$ cat config.mk
export PLATFORM = sky130hd
export DESIGN_NAME = crossover_mutate_pipe
export DESIGN_NICKNAME = d
export VERILOG_FILES = /design/src/rtl/crossover_mutate_pipe.sv
export SDC_FILE = /design/constraint.sdc
export NUM_CORES = 1
export LEC_CHECK = 0
export CORE_MARGIN = 2
export CORE_UTILIZATION = 40
export DETAILED_ROUTE_END_ITERATION = 7
export PLACE_DENSITY_LB_ADDON = 0.25
export SETUP_SLACK_MARGIN = 0.2
export SLEW_MARGIN = 0
export SYNTH_ARGS = -nofsm -noshare
export SYNTH_HDL_FRONTEND = slang
export SYNTH_SLANG_ARGS = --single-unit
$ cat constraint.sdc
create_clock -name clk -period 3.4 [get_ports clk]
set_clock_uncertainty 0.2 [all_clocks]
set_input_delay 0.85 -clock clk [delete_from_list [all_inputs] [get_ports clk]]
set_output_delay 0.85 -clock clk [all_outputs]
set_load 0.03 [all_outputs]
$ cat src/rtl/crossover_mutate_pipe.sv
// NEAT crossover -> mutate pipeline with per-genome configuration and valid/ready streaming.
// Optional statistics counters are built when CROSSOVER_STATS_EN is defined.
module crossover_mutate_pipe #(
  parameter int unsigned ATTR_SZ  = 8,
  parameter int unsigned NUM_ATTR = 4,
  parameter int unsigned GENE_SZ  = (NUM_ATTR + 4) * ATTR_SZ,
  parameter int unsigned STAT_W   = 16
) (
  input  logic                                   clk,
  input  logic                                   rst,
  input  logic                                   cfg_valid,
  output logic                                   cfg_ready,
  input  logic [(2*NUM_ATTR+3)*ATTR_SZ-1:0]      cfg_data,
  input  logic                                   in_valid,
  output logic                                   in_ready,
  input  logic [GENE_SZ-1:0]                     in_gene1,
  input  logic [GENE_SZ-1:0]                     in_gene2,
  input  logic                                   in_last,
  input  logic [3*NUM_ATTR*ATTR_SZ-1:0]          in_rand,
  output logic                                   out_valid,
  input  logic                                   out_ready,
  output logic [GENE_SZ-1:0]                     out_gene,
  output logic                                   out_last,
  output logic [STAT_W-1:0]                      stat_genes,
  output logic [STAT_W-1:0]                      stat_muts
);

  localparam int unsigned VEC_W    = NUM_ATTR * ATTR_SZ;
  localparam int unsigned TYPE_LSB = VEC_W;
  localparam int unsigned KEY_LSB  = VEC_W + ATTR_SZ;
  localparam int unsigned KEY_W    = 2 * ATTR_SZ;
  localparam int unsigned ID_LSB   = VEC_W + 3 * ATTR_SZ;

  typedef enum logic [1:0] {IDLE, RUN, DRAIN} state_t;

  state_t             state;
  logic [ATTR_SZ-1:0] fit1, fit2, child_id;
  logic [VEC_W-1:0]   node_prob, conn_prob;

  logic               s1_v, s1_last;
  logic [GENE_SZ-1:0] s1_gene;
  logic [VEC_W-1:0]   s1_mval, s1_mcmp;

  logic s1_adv, s2_adv, in_hs, out_hs;

  assign s2_adv   = !out_valid || out_ready;
  assign s1_adv   = !s1_v || s2_adv;
  assign in_ready = (state == RUN) && s1_adv;
  assign in_hs    = in_valid && in_ready;
  assign out_hs   = out_valid && out_ready;

  // Genome-level sequencing; cfg_ready mirrors the IDLE state as a register.
  always_ff @(posedge clk) begin
    if (rst) begin
      state     <= IDLE;
      cfg_ready <= 1'b1;
      fit1      <= '0;
      fit2      <= '0;
      child_id  <= '0;
      node_prob <= '0;
      conn_prob <= '0;
    end else begin
      case (state)
        IDLE: begin
          if (cfg_valid) begin
            {fit1, fit2, child_id, node_prob, conn_prob} <= cfg_data;
            state     <= RUN;
            cfg_ready <= 1'b0;
          end
        end
        RUN: begin
          if (in_hs && in_last) state <= DRAIN;
        end
        DRAIN: begin
          if (out_hs && out_last) begin
            state     <= IDLE;
            cfg_ready <= 1'b1;
          end
        end
        default: begin
          state     <= IDLE;
          cfg_ready <= 1'b1;
        end
      endcase
    end
  end

  // Crossover: matching keys pick each attribute by xsel bit0, otherwise inherit from the fitter parent.
  logic [GENE_SZ-1:0] fit_gene, xover;
  logic               keys_eq;

  always_comb begin
    fit_gene = (fit2 > fit1) ? in_gene2 : in_gene1;
    keys_eq  = in_gene1[KEY_LSB +: KEY_W] == in_gene2[KEY_LSB +: KEY_W];
    xover    = fit_gene;
    for (int unsigned i = 0; i < NUM_ATTR; i++) begin
      if (keys_eq)
        xover[i*ATTR_SZ +: ATTR_SZ] = in_rand[i*ATTR_SZ] ? in_gene2[i*ATTR_SZ +: ATTR_SZ]
                                                         : in_gene1[i*ATTR_SZ +: ATTR_SZ];
    end
  end

  // Only bit0 of each xsel field steers the crossover.
  logic [NUM_ATTR*(ATTR_SZ-1)-1:0] unused_xsel;
  always_comb begin
    unused_xsel = '0;
    for (int unsigned i = 0; i < NUM_ATTR; i++)
      unused_xsel[i*(ATTR_SZ-1) +: ATTR_SZ-1] = in_rand[i*ATTR_SZ+1 +: ATTR_SZ-1];
  end

  always_ff @(posedge clk) begin
    if (rst) begin
      s1_v    <= 1'b0;
      s1_last <= 1'b0;
      s1_gene <= '0;
      s1_mval <= '0;
      s1_mcmp <= '0;
    end else if (s1_adv) begin
      s1_v <= in_hs;
      if (in_hs) begin
        s1_last <= in_last;
        s1_gene <= xover;
        s1_mval <= in_rand[2*VEC_W +: VEC_W];
        s1_mcmp <= in_rand[VEC_W +: VEC_W];
      end
    end
  end

  // Mutation: probability set chosen by gene type; ID becomes the child's.
  logic [VEC_W-1:0]    prob;
  logic [NUM_ATTR-1:0] mut_mask;
  logic [GENE_SZ-1:0]  mutated;

  always_comb begin
    prob     = s1_gene[TYPE_LSB] ? conn_prob : node_prob;
    mutated  = s1_gene;
    mut_mask = '0;
    mutated[ID_LSB +: ATTR_SZ] = child_id;
    for (int unsigned i = 0; i < NUM_ATTR; i++) begin
      mut_mask[i] = s1_mcmp[i*ATTR_SZ +: ATTR_SZ] < prob[i*ATTR_SZ +: ATTR_SZ];
      if (mut_mask[i])
        mutated[i*ATTR_SZ +: ATTR_SZ] = s1_mval[i*ATTR_SZ +: ATTR_SZ];
    end
  end

  always_ff @(posedge clk) begin
    if (rst) begin
      out_valid <= 1'b0;
      out_gene  <= '0;
      out_last  <= 1'b0;
    end else if (s2_adv) begin
      out_valid <= s1_v;
      if (s1_v) begin
        out_gene <= mutated;
        out_last <= s1_last;
      end
    end
  end

`ifdef CROSSOVER_STATS_EN
  logic [NUM_ATTR-1:0] out_mask;
  logic [STAT_W:0]     muts_sum;

  assign muts_sum = {1'b0, stat_muts} + (STAT_W+1)'($countones(out_mask));

  // Saturating per-genome counters, restarted by each configuration.
  always_ff @(posedge clk) begin
    if (rst) begin
      out_mask   <= '0;
      stat_genes <= '0;
      stat_muts  <= '0;
    end else begin
      if (s2_adv && s1_v) out_mask <= mut_mask;
      if (cfg_valid && cfg_ready) begin
        stat_genes <= '0;
        stat_muts  <= '0;
      end else if (out_hs) begin
        if (stat_genes != {STAT_W{1'b1}}) stat_genes <= stat_genes + STAT_W'(1);
        stat_muts <= muts_sum[STAT_W] ? {STAT_W{1'b1}} : muts_sum[STAT_W-1:0];
      end
    end
  end
`else
  assign stat_genes = '0;
  assign stat_muts  = '0;
`endif

endmodule

Word-level counts from Yosys, hierarchy flattened
Cells that the tools add are included.
{"block": "word_totals", "ff_bits": 279, "in_bits": 318, "out_inout_bits": 100, "elab_cells": 63}
{"block": "op_classes", "n_lt_le_gt_ge": 5, "n_eq_ne": 6, "muxes": 21, "n_bitwise": 1, "reduce_logical": 15}
{"operator": "8-bit 2-to-1 mux", "count": 12}
{"operator": "56-bit 2-to-1 mux", "count": 1}
{"operator": "8-bit less-than comparator", "count": 4}
{"operator": "32-bit 2-to-1 mux", "count": 1}
{"operator": "16-bit == test", "count": 1}
{"operator": "8-bit greater-than comparator", "count": 1}
{"operator": "2-bit 2-to-1 mux", "count": 3}
{"operator": "2-bit case mux with 3 select lines", "count": 1}
{"operator": "2-bit AND reduction", "count": 3}
{"operator": "3-bit AND reduction", "count": 2}
{"operator": "1-bit logical AND", "count": 5}
{"operator": "2-bit != test, second input constant", "count": 2}
{"operator": "1-bit case mux with 3 select lines", "count": 1}
{"operator": "2-bit by 1-bit == test with 1-bit output, second input constant", "count": 1}
{"operator": "2-bit == test, second input constant", "count": 1}
{"operator": "1-bit logical NOT", "count": 2}
{"operator": "2-bit logical NOT", "count": 1}
{"operator": "1-bit logical OR", "count": 2}
{"operator": "1-bit 2-to-1 mux", "count": 2}
{"operator": "2-bit by 1-bit != test with 1-bit output, second input constant", "count": 1}
{"operator": "1-bit NOT", "count": 1}

Longest topological paths before layout
Gate-level depths: netlist (run 1).
{"block": "depth", "word_depth": 8, "ltp_mapped": 11, "mapped_depth_nobuf": 7}

Worst setup path before layout (run 1)
No wires, ideal clock.
{"block": "synth_timing", "path_kind": "reg-to-reg", "start": "reg s1_gene[32]", "end": "reg out_gene[10]", "setup_ns": 0.079, "arrival_time_ns": 2.426, "required_ns": 3.121, "path_slack_ns": 0.695, "stages_incl_launch_ff": 12, "path_buffers": 4, "synth_period_minus_slack_ns": 2.705, "cell_sequence": "dfxtp_1 > buf_4 > buf_1 > mux2i_1 > ha_1 > a21o_1 > a21oi_1 > nor2b_1 > buf_1 > or2_1 > buf_2 > a211oi_2"}
{"block": "synth_via", "elab_chain_len": 3}
{"item": "start: declaration", "line_no": "41", "source": "logic [GENE_SZ-1:0] s1_gene;"}
{"item": "start signal: assignment", "line_no": "122", "source": "s1_gene <= xover;"}
{"item": "32-bit 2-to-1 mux", "line_no": "135", "source": "prob = s1_gene[TYPE_LSB] ? conn_prob : node_prob;"}
{"item": "8-bit less-than comparator", "line_no": "140", "source": "mut_mask[i] = s1_mcmp[i*ATTR_SZ +: ATTR_SZ] < prob[i*ATTR_SZ +: ATTR_SZ];"}
{"item": "8-bit 2-to-1 mux", "line_no": "141", "source": "if (mut_mask[i])"}
{"item": "end signal: assignment", "line_no": "154", "source": "out_gene <= mutated;"}
{"item": "end: declaration", "line_no": "22", "source": "output logic [GENE_SZ-1:0] out_gene,"}
Every way passes these cells.
A chain may end at the register's enable or synchronous reset.

Final worst setup path (run 1)
{"block": "layout_timing", "start": "in out_ready", "end": "out in_ready"}
{"block": "layout_via", "elab_chain_len": 3}
{"item": "start: declaration", "line_no": "21", "source": "input logic out_ready,"}
{"item": "1-bit logical OR", "line_no": "46", "source": "assign s2_adv = !out_valid || out_ready;"}
{"item": "1-bit logical OR", "line_no": "47", "source": "assign s1_adv = !s1_v || s2_adv;"}
{"item": "1-bit logical AND", "line_no": "48", "source": "assign in_ready = (state == RUN) && s1_adv;"}
{"item": "end: declaration", "line_no": "15", "source": "output logic in_ready,"}
Every way passes these cells.

==> reports/results.txt, run 1 <==
Peak Freq - 0.338 GHz
Placed Area - 16600 um^2
Fin crit period - 2.96 ns
Fin Setup TNS - 0 ns
Placer Congestion - 0.817
Gate power share - 20.8%
Worst hold stages - 2
Max-cap violations - 0
Row Count - 66
Commonest non-fill, non-tap cell in the layout - nand2_1
Cell family with most CP delay - buffers and inverters
Post-Syn Instances - 1598
Internal power - 6530 uW
Max clock buf depth - 3
Synth top area share - 42.8%
Worst flop-to-flop path startpoint - s1_gene[32]
Final core utilization - 54.9%
Number of global-route vias before repair - 12.0k
Flops & latches, synth - 279
Buf/Inv on CP - 2
Synth top area cells - dfxtp_1 (43%), nand2_1 (11%), a21oi_1 (7.6%)
Switching Fraction - 28.5%
Post-DRT Antenna Nets - 0
Warnings, synthesis - 0
Count of cell types in the netlist - 48
Final Setup Violations - 0
Slew HR - 26.3%
Root Buffer - clkbuf_16
Clk pwr share - 40.3%
CP required - 2.35 ns
TritonRoute pass-1 iters - 4
Total track usage - 22.8%
Least-Margin Pin Slew - 1.10 ns
Worst setup path class - in -> out
Height of the die - 185 um
CP cell instances - clkdlybuf4s50_1 > nand3b_1 > and3b_1 > buf_12
Sw power - 2600 uW
Status - completed
CP Max Fanout - 3
DP HPWL - 27.0 mm
Worst r2r path cells - 8
Mapped cell area - 13100 um^2
Power Density - 514 nW/um^2
RR Endpoint - out_gene[20]
Reg2reg setup slack - 0.53 ns
Die area - 34100 um^2
Largest net degree at the start of global routing - 152
Sink Count - 279
Post-route cell area - 17800 um^2
Tcrit/Tclk final - 87.0%
Residual DRC - 0
Nature of the critical path endpoint - primary output
CP startpoint kind - input port
Vias per cell - 5.30
Leakage - 0.00649 uW
Initial antenna violation count - 3
Commonest cells after routing, fill and taps aside - nand2_1 (373), clkdlybuf4s50_1 (339), dfxtp_1 (278)
Pins Over Slew Limit - 0
Critical path origin - out_ready
VDD IR max - 0.373 mV
Effective utilization at floorplan - 40.3%
Nets - 2215
Share of layout cells above drive strength 1 - 6.68%
Clock Pin Slew Worst Setup and Hold Paths - 0.06 ns
GR Overflow Total - 0
Worst EP arrival - 1.91 ns
First-pass GRT wire length - 62.9 mm
Via count - 12.4k
H-Tree Depth - 1
CP endpoint - in_ready
Reg power frac - 38.9%
Chip width - 185 um
Avg Synthesized Cell Area - 8.17 um^2
Final Non-Filler Cells - 2328
CTS buffer count - 31
Area leader, netlist - dfxtp_1
Unrepaired setup endpoints after global routing - no
DRT Wirelength - 40.4 mm
DP Cell Count - 2270
P&R area growth vs syn - 36.2%
Port buffer count - 341
Worst-Skew Late Latency - 0.55 ns
HP Class - reg -> reg
Stages on worst setup path - 4
Final hold vios - 0
DRT iter0 DRCs - 839
Slowest cell on the critical path - clkdlybuf4s50_1
CP peak stage delay - 0.49 ns
I/O pins - 418
DR WL/cell - 17.3 um
Core area - 32400 um^2
Part of the Yosys area used for sequential elements - 42.8%
CTS tree - done
[logic make-up (layout without fill, tap and decap cells)]
| logic type | after synthesis | in the layout | synth area share [%] |
|---|---|---|---|
| buffers and inverters | 182 | 438 | 7.20 |
| multiplexers | 64 | 64 | 4.91 |
| flip-flops | 279 | 279 | 42.8 |
| AND/OR/NAND/NOR | 592 | 592 | 19.5 |
| adder cells (fa/ha/maj) | 36 | 36 | 3.45 |
| other | 1 | 33 | 0.0287 |
| XOR/XNOR | 16 | 16 | 1.07 |
| AO/OA/AOI/OAI | 428 | 428 | 21.0 |
[stage by stage]
step / setup slack, ns / power, uW / hold slack (ns)
floorplan: 0.695 / 4790 / 0.232
global placement: 0.243 / 5490 / 0.236
detailed placement: 0.234 / 5510 / 0.243
CTS: 0.281 / 9210 / 0.248
global route: 0.343 / 9530 / 0.269
finish: 0.440 / 9130 / 0.246
[worst min-delay path: cells and delay by family (launching register included)]
family | cells | cell delay (ns)
and+or+nand+nor | 1 | 0.05
DFF | 1 | 0.31
AOI/OAI and AO/OA | 1 | 0.05
[sequential cells by signal (all words and copies together), names as in the netlist, 32 cells and up]
name / count
s1_gene: 56
s1_mcmp: 32
conn_prob: 32
s1_mval: 32
node_prob: 32
out_gene: 64
[Yosys cell counts, drive strengths merged]
cell type	instances
a211oi	33
a21o	4
a21oi	198
a221o	1
a311o	32
a311oi	24
a31oi	32
and2	2
and3b	1
and4	5
and4b	1
buf	99
clkbuf	73
conb	1
dfxtp	279
ha	36
inv	10
mux2i	64
nand2	375
nand2b	1
nand3	57
nand3b	3
nand4	7
nor2	89
nor2b	5
nor3	1
nor3b	1
nor4	37
o211ai	6
o21a	4
o21ai	62
o21bai	32
or2	6
or3b	1
xnor2	16
[area by class of cell]
class | count | area, um^2
clock buffers | 44 | 915
well taps | 442 | 553
multi-input cells | 1168 | 6680
flip-flops and latches | 279 | 5590
repair buffers | 371 | 3780
diodes | 1 | 2.50
fillers | 3060 | 14600
clock inverters | 13 | 219
inverters | 10 | 37.5
[power by group through the flow]
stage | combinational (uW) | clock [uW] | sequential [uW]
2_1_floorplan | 1150 | 0 | 3640
3_3_place_gp | 1870 | 0 | 3620
3_5_place_dp | 1890 | 0 | 3620
4_1_cts | 1900 | 3760 | 3550
5_1_grt | 2070 | 3880 | 3570
6_report | 1900 | 3670 | 3550
[layer usage]
layer	GRT usage, %	vias to the layer above	routed length (um)
li1	-	6057	-
met1	30.0	5814	17900
met2	37.6	406	18400
met3	4.52	69	2730
met4	7.02	4	1230
met5	0	-	21
[how the worst min path moves through the flow]
stage	startpoint	end
floorplan	child_id[0]	out_gene[56]
global placement	child_id[4]	out_gene[60]
detailed placement	s1_gene[34]	out_gene[34]
CTS	s1_gene[34]	out_gene[34]
global route	conn_prob[25]	conn_prob[25]
finish	s1_gene[38]	out_gene[38]
[what timing repair did]
action                                  in CTS  in global routing
gates resized for setup                      0                  5
hold buffers                                 0                  0
setup buffers                                0                  0
endpoints found under the setup margin       0                 21
Note: power is estimated with default switching activity, not from simulation.
==> run 2, diff against run 1 <==
--- a/config.mk
+++ b/config.mk
@@ -14,3 +14,4 @@
 export SYNTH_ARGS = -nofsm -noshare
 export SYNTH_HDL_FRONTEND = slang
 export SYNTH_SLANG_ARGS = --single-unit
+export TNS_END_PERCENT = 30
==> results of run 2 <==
The final DEF is identical to that of run 1; final timing and power are the same.
==> RTL change 1, RTL diff (flow settings as in run 1) <==
Encoding of `state_t`: now one-hot (3 bits for 3 states).
--- a/src/rtl/crossover_mutate_pipe.sv
+++ b/src/rtl/crossover_mutate_pipe.sv
@@ -31,7 +31,7 @@
   localparam int unsigned KEY_W    = 2 * ATTR_SZ;
   localparam int unsigned ID_LSB   = VEC_W + 3 * ATTR_SZ;
 
-  typedef enum logic [1:0] {IDLE, RUN, DRAIN} state_t;
+  typedef enum logic [2:0] {IDLE = 3'b001, RUN = 3'b010, DRAIN = 3'b100} state_t;
 
   state_t             state;
   logic [ATTR_SZ-1:0] fit1, fit2, child_id;
Check against the original RTL: no difference found for any inputs over 4 cycles, from zero or initial values and one cycle with rst high; so few cycles prove little.
==> RTL change 1 against run 1 <==
- sequential share of layout area decreased by 0.56 points
- register-to-register slack improved by 0.08 ns
- worst setup slack got worse by 0.16 ns
- combinational power decreased by 15%
- die area increased by 2.2%
- non-clock buffer count increased by 6
- final cell count increased by 0.86%
- first-iteration DRC count decreased by 6.9%
- design area increased by 2.1%
- wire length increased by 7.2%
- total power decreased by 4.6%
- sequential cell count increased by 1
- synthesized area increased by 2.2%
==> RTL change 1: results (changes against run 1) <==
* Post-Place Worst Slack at 0.1825 ns (-0.05186 ns)
* Leak Pwr at 6.561 nW (+1.0%)
* CP max stage delay at 0.53 ns (+0.04 ns)
* Adder-Cell Fraction of Synth Area at 0.03377 (-0.0007413)
* Syn Area/Cell at 8.229 um^2 (+0.75%)
* Least-Margin Pin Slew at 1.009 ns (-0.09562 ns)
* Vias per std cell at 5.369 (+1.2%)
* Clock edge transition at the registers on the reported setup and hold paths at 0.06 ns (about the same)
* Compound-gate portion of the synthesized area at 0.2301 (+0.01987)
* H-tree Lvls at 2 (+1)
* Vias in the first global route at 12.63k (+5.5%)
* Worst hold path type: register to register
* Post-Synth XOR/XNOR Area at 0.01051 (-0.0002306)
* Critical-path top delay cell: clkdlybuf4s50_1
* Asr flop ratio synth at 0 (unchanged)
* Wire per inst at 18.42 um (+6.3%)
* DRT Wirelength at 43.25 mm (+7.2%)
* Global placer's final weighted congestion at 0.8747 (+7.1%)
* Worst Path Arrival at 2.07 ns (+0.16 ns)
* Top fanout value on the critical path at 4 (+1)
* Drt pass-1 iters at 6 (+2)
* Multiplexer share of the synthesized area at 0.04803 (-0.001054)
* Clock Latency Late Sink at 0.51 ns (-0.04 ns)
* Dpl hpwl at 29.60 mm (+9.5%)
* CTS buffer count at 34 (+9.7%)
* Placed Cells at 2,287 (+0.75%)
* Setup bufs post-CTS at 0 (unchanged)
* Outcome: complete, no violations
* Initial DRC count at 781 (-6.9%)
* Largest net degree at the start of global routing at 110 (-28%)
* Initial antenna violation count at 1 (-2)
* Synth area leaders: dfxtp_1 42%, nand2_1 11%, a21oi_1 7.4%
* Ys flop type: dfxtp_1
* Post-synthesis sequential area ratio at 0.4202 (-0.007691)
* Gr usage total at 0.2413 (+0.01341)
* Top cells by count, synth: 376 x nand2_1, 280 x dfxtp_1, 197 x a21oi_1
* First-pass GRT wire length at 68.79 mm (+9.4%)
* Share of layout cells above drive strength 1 at 0.06719 (+0.0003481)
* Synth warnings at 0 (unchanged)
* Synth cell types at 44 (-8.3%)
* Final layout net count at 2,235 (+0.90%)
* Max VDD drop at 0.3582 mV (-4.1%)
## RTL change 1: cell type report
cell class	count	area, um^2
diodes	1	2.502
inverters	9	33.78
clock inverters	10	126.4
well taps	442	553.0
multi-input cells	1179	6975
flip-flops and latches	280	5607
repair buffers	377	3847
clock buffers	50	1012
fillers	3016	14540
## RTL change 1: path summary, 6_finish.rpt
kind	start	endpoint	slack, ns	cells past startpoint
worst max-delay path	out_ready	in_ready	0.28	4
worst min-delay path	s1_gene[47]	out_gene[47]	0.25	2
worst max register to register	s1_gene[32]	out_gene[9]	0.61	8
worst min register to register	s1_gene[47]	out_gene[47]	0.25	2
## RTL change 1: logic make-up after synthesis
family	after synthesis
XOR/XNOR	16
other	1
multiplexers	64
adder cells (fa/ha/maj)	36
AND/OR/NAND/NOR	575
AO/OA/AOI/OAI	456
flip-flops	280
buffers and inverters	193
## RTL change 1: where the power goes
group / switching, mW / internal, mW
Clock: 1.43 / 2.23
Combinational: 0.969 / 0.653
Sequential: 0.0507 / 3.38
Total: 2.45 / 6.26
## RTL change 1: tightest hold or removal path, delay by kind of cell, from the launching register on
family / cells / cell delay, ns
DFF: 1 / 0.31
and+or+nand+nor: 1 / 0.05
AOI/OAI and AO/OA: 1 / 0.05
## RTL change 1: metrics by stage
| step | hold WS [ns] | total power, mW | area [um^2] | util |
|---|---|---|---|---|
| 3_5_place_dp | 0.2423 | 5.109 | 17010 | 0.5202 |
| 2_1_floorplan | 0.2322 | 4.478 | 13460 | - |
| 6_report | 0.2497 | 8.707 | 18160 | 0.5552 |
| 5_1_grt | 0.2636 | 9.074 | 18160 | 0.5552 |
| 4_1_cts | 0.2484 | 8.783 | 18150 | 0.5550 |
| 3_3_place_gp | 0.2363 | 5.089 | 17010 | 0.5202 |
## RTL change 1: what timing repair did
action,CTS,global route
setup endpoints to repair,0,1
hold buffers,0,0
resized for setup,0,1
## RTL change 1: layer usage
| layer | up-vias | global-route usage | share of wire |
|---|---|---|---|
| li1 | 6230 | - | - |
| met1 | 5856 | 0.3037 | 0.43 |
| met2 | 433 | 0.3993 | 0.47 |
| met3 | 87 | 0.05360 | 0.068 |
| met4 | 0 | 0.09951 | 0.040 |
| met5 | - | 0 | 0 |
==> RTL change 2, RTL diff (settings of run 1) <==
Made on the original files. The parameter `ATTR_SZ` goes from 8 to 4.
--- a/src/rtl/crossover_mutate_pipe.sv
+++ b/src/rtl/crossover_mutate_pipe.sv
@@ -1,7 +1,7 @@
 // NEAT crossover -> mutate pipeline with per-genome configuration and valid/ready streaming.
 // Optional statistics counters are built when CROSSOVER_STATS_EN is defined.
 module crossover_mutate_pipe #(
-  parameter int unsigned ATTR_SZ  = 8,
+  parameter int unsigned ATTR_SZ  = 4,
   parameter int unsigned NUM_ATTR = 4,
   parameter int unsigned GENE_SZ  = (NUM_ATTR + 4) * ATTR_SZ,
   parameter int unsigned STAT_W   = 16
Ports: changed (5 resized); port bits go from 418 to 230. The function was not compared with the original's and may differ.
==> RTL change 2 against run 1 <==
- sequential cell count is 136 lower
- worst setup slack better by 0.045 ns
- sequential power is 49% lower
- worst hold slack better by 0.0056 ns
- design area is 48% lower
- wire length is 56% lower
- count of clock-buffer cells in the layout is 24 lower
- total power is 50% lower
- synthesized area is 47% lower
==> RTL change 2: results (changes against run 1) <==
* Synth area leaders: dfxtp_1 42%, nand2_1 13%, mux2i_1 9.3%
* Vias in the first global route at 5,573 (-53%)
* Clock Latency Late Sink at 0.42 ns (-0.13 ns)
* Clock share of power at 0.418 (+0.015)
* Worst Path Arrival at 1.86 ns (-0.05 ns)
* Reg2reg end: out_gene[4]
* Post-Place Worst Slack at 0.1721 ns (-0.06223 ns)
* Leak Pwr at 3.491 nW (-46%)
* Final layout net count at 1,149 (-48%)
* Reg power frac at 0.402 (+0.013)
* Initial antenna violation count at 0 (-3)
* Int Pwr at 3.324 mW (-49%)
* Final worst-path setup slack at 0.4853 ns (+0.04495 ns)
* Initial DRC count at 296 (-65%)
* Dpl hpwl at 12.34 mm (-54%)
* DRT Wirelength at 17.73 mm (-56%)
* R2R setup slack at 0.99 ns (+0.46 ns)
* Slew HR at 0.2755 (+0.01202)
* Longest Clk Path Bufs at 2 (-1)
* Outcome: complete, no violations
* Post-synthesis sequential area ratio at 0.4165 (-0.01138)
* Top Registers: out_gene x32, s1_gene x28
* First-pass GRT wire length at 28.20 mm (-55%)
* Gr usage total at 0.1960 (-0.03188)
* Drt pass-1 iters at 5 (+1)
* Global placer's final weighted congestion at 0.7821 (-4.3%)
* Top fanout value on the critical path at 5 (+2)
* H-tree Lvls at 4 (+3)
* Worst R2R Path Depth at 7 (-1)
* IO Port Bufs at 177 (-48%)
* CTS buffer count at 17 (-45%)
* Vias per std cell at 4.936 (-7.0%)
* Post_cts resized at 0 (unchanged)
* Share of layout cells above drive strength 1 at 0.08045 (+0.01360)
* Ant. Diodes at 0 (-1)
* Synth cell types at 41 (-15%)
-- RTL change 2: cell type report --
type	instances	area (um^2)
Clock buffer	20	456.7
Clock inverter	10	136.4
Fill cell	1573	7452
Inverter	5	18.77
Multi-Input combinational cell	613	3577
Sequential cell	143	2863
Tap cell	220	275.3
Timing Repair Buffer	191	1922
-- RTL change 2: metrics by stage --
| stage | power [mW] | util | cells |
|---|---|---|---|
| global placement | 2.669 | 0.5183 | 1172 |
| global route | 4.740 | 0.5538 | 1202 |
| CTS | 4.580 | 0.5538 | 1202 |
| floorplan | 2.389 | - | 852 |
| detailed placement | 2.674 | 0.5183 | 1172 |
| finish | 4.538 | 0.5538 | 1202 |
-- RTL change 2: cell families (layout without fill, tap and decap cells) --
family,after synthesis,in the layout,synth area share
mux,64,64,0.09321
other cells,1,32,0.0005456
xor+xnor,8,8,0.01020
buf+inv,96,226,0.08192
flops,143,143,0.4165
compound gates,187,187,0.1855
fa+ha+maj,16,16,0.02913
simple gates,306,306,0.1830
-- RTL change 2: critical path: cells and delay by family --
family          cells  cell delay, ns
compound gates      1            0.25
buf+inv             2            0.68
simple gates        1            0.08
-- RTL change 2: how the worst min path moves through the flow --
stage                     depth (start not counted)         start  slack (ns)      endpoint
after detailed placement                          2   child_id[0]        0.24  out_gene[28]
after floorplan                                   2   child_id[3]        0.23  out_gene[31]
after CTS                                         2   child_id[0]        0.25  out_gene[28]
final                                             2  out_gene[23]        0.25  out_gene[23]
after global routing                              2       s1_last        0.27      out_last
after global placement                            2   child_id[0]        0.24  out_gene[28]
-- RTL change 2: layer usage --
layer | GRT usage | wire length (um)
met5 | 0 | 0
met4 | 0.05787 | 187
met3 | 0.04617 | 905
met2 | 0.3068 | 8287
met1 | 0.2697 | 8350
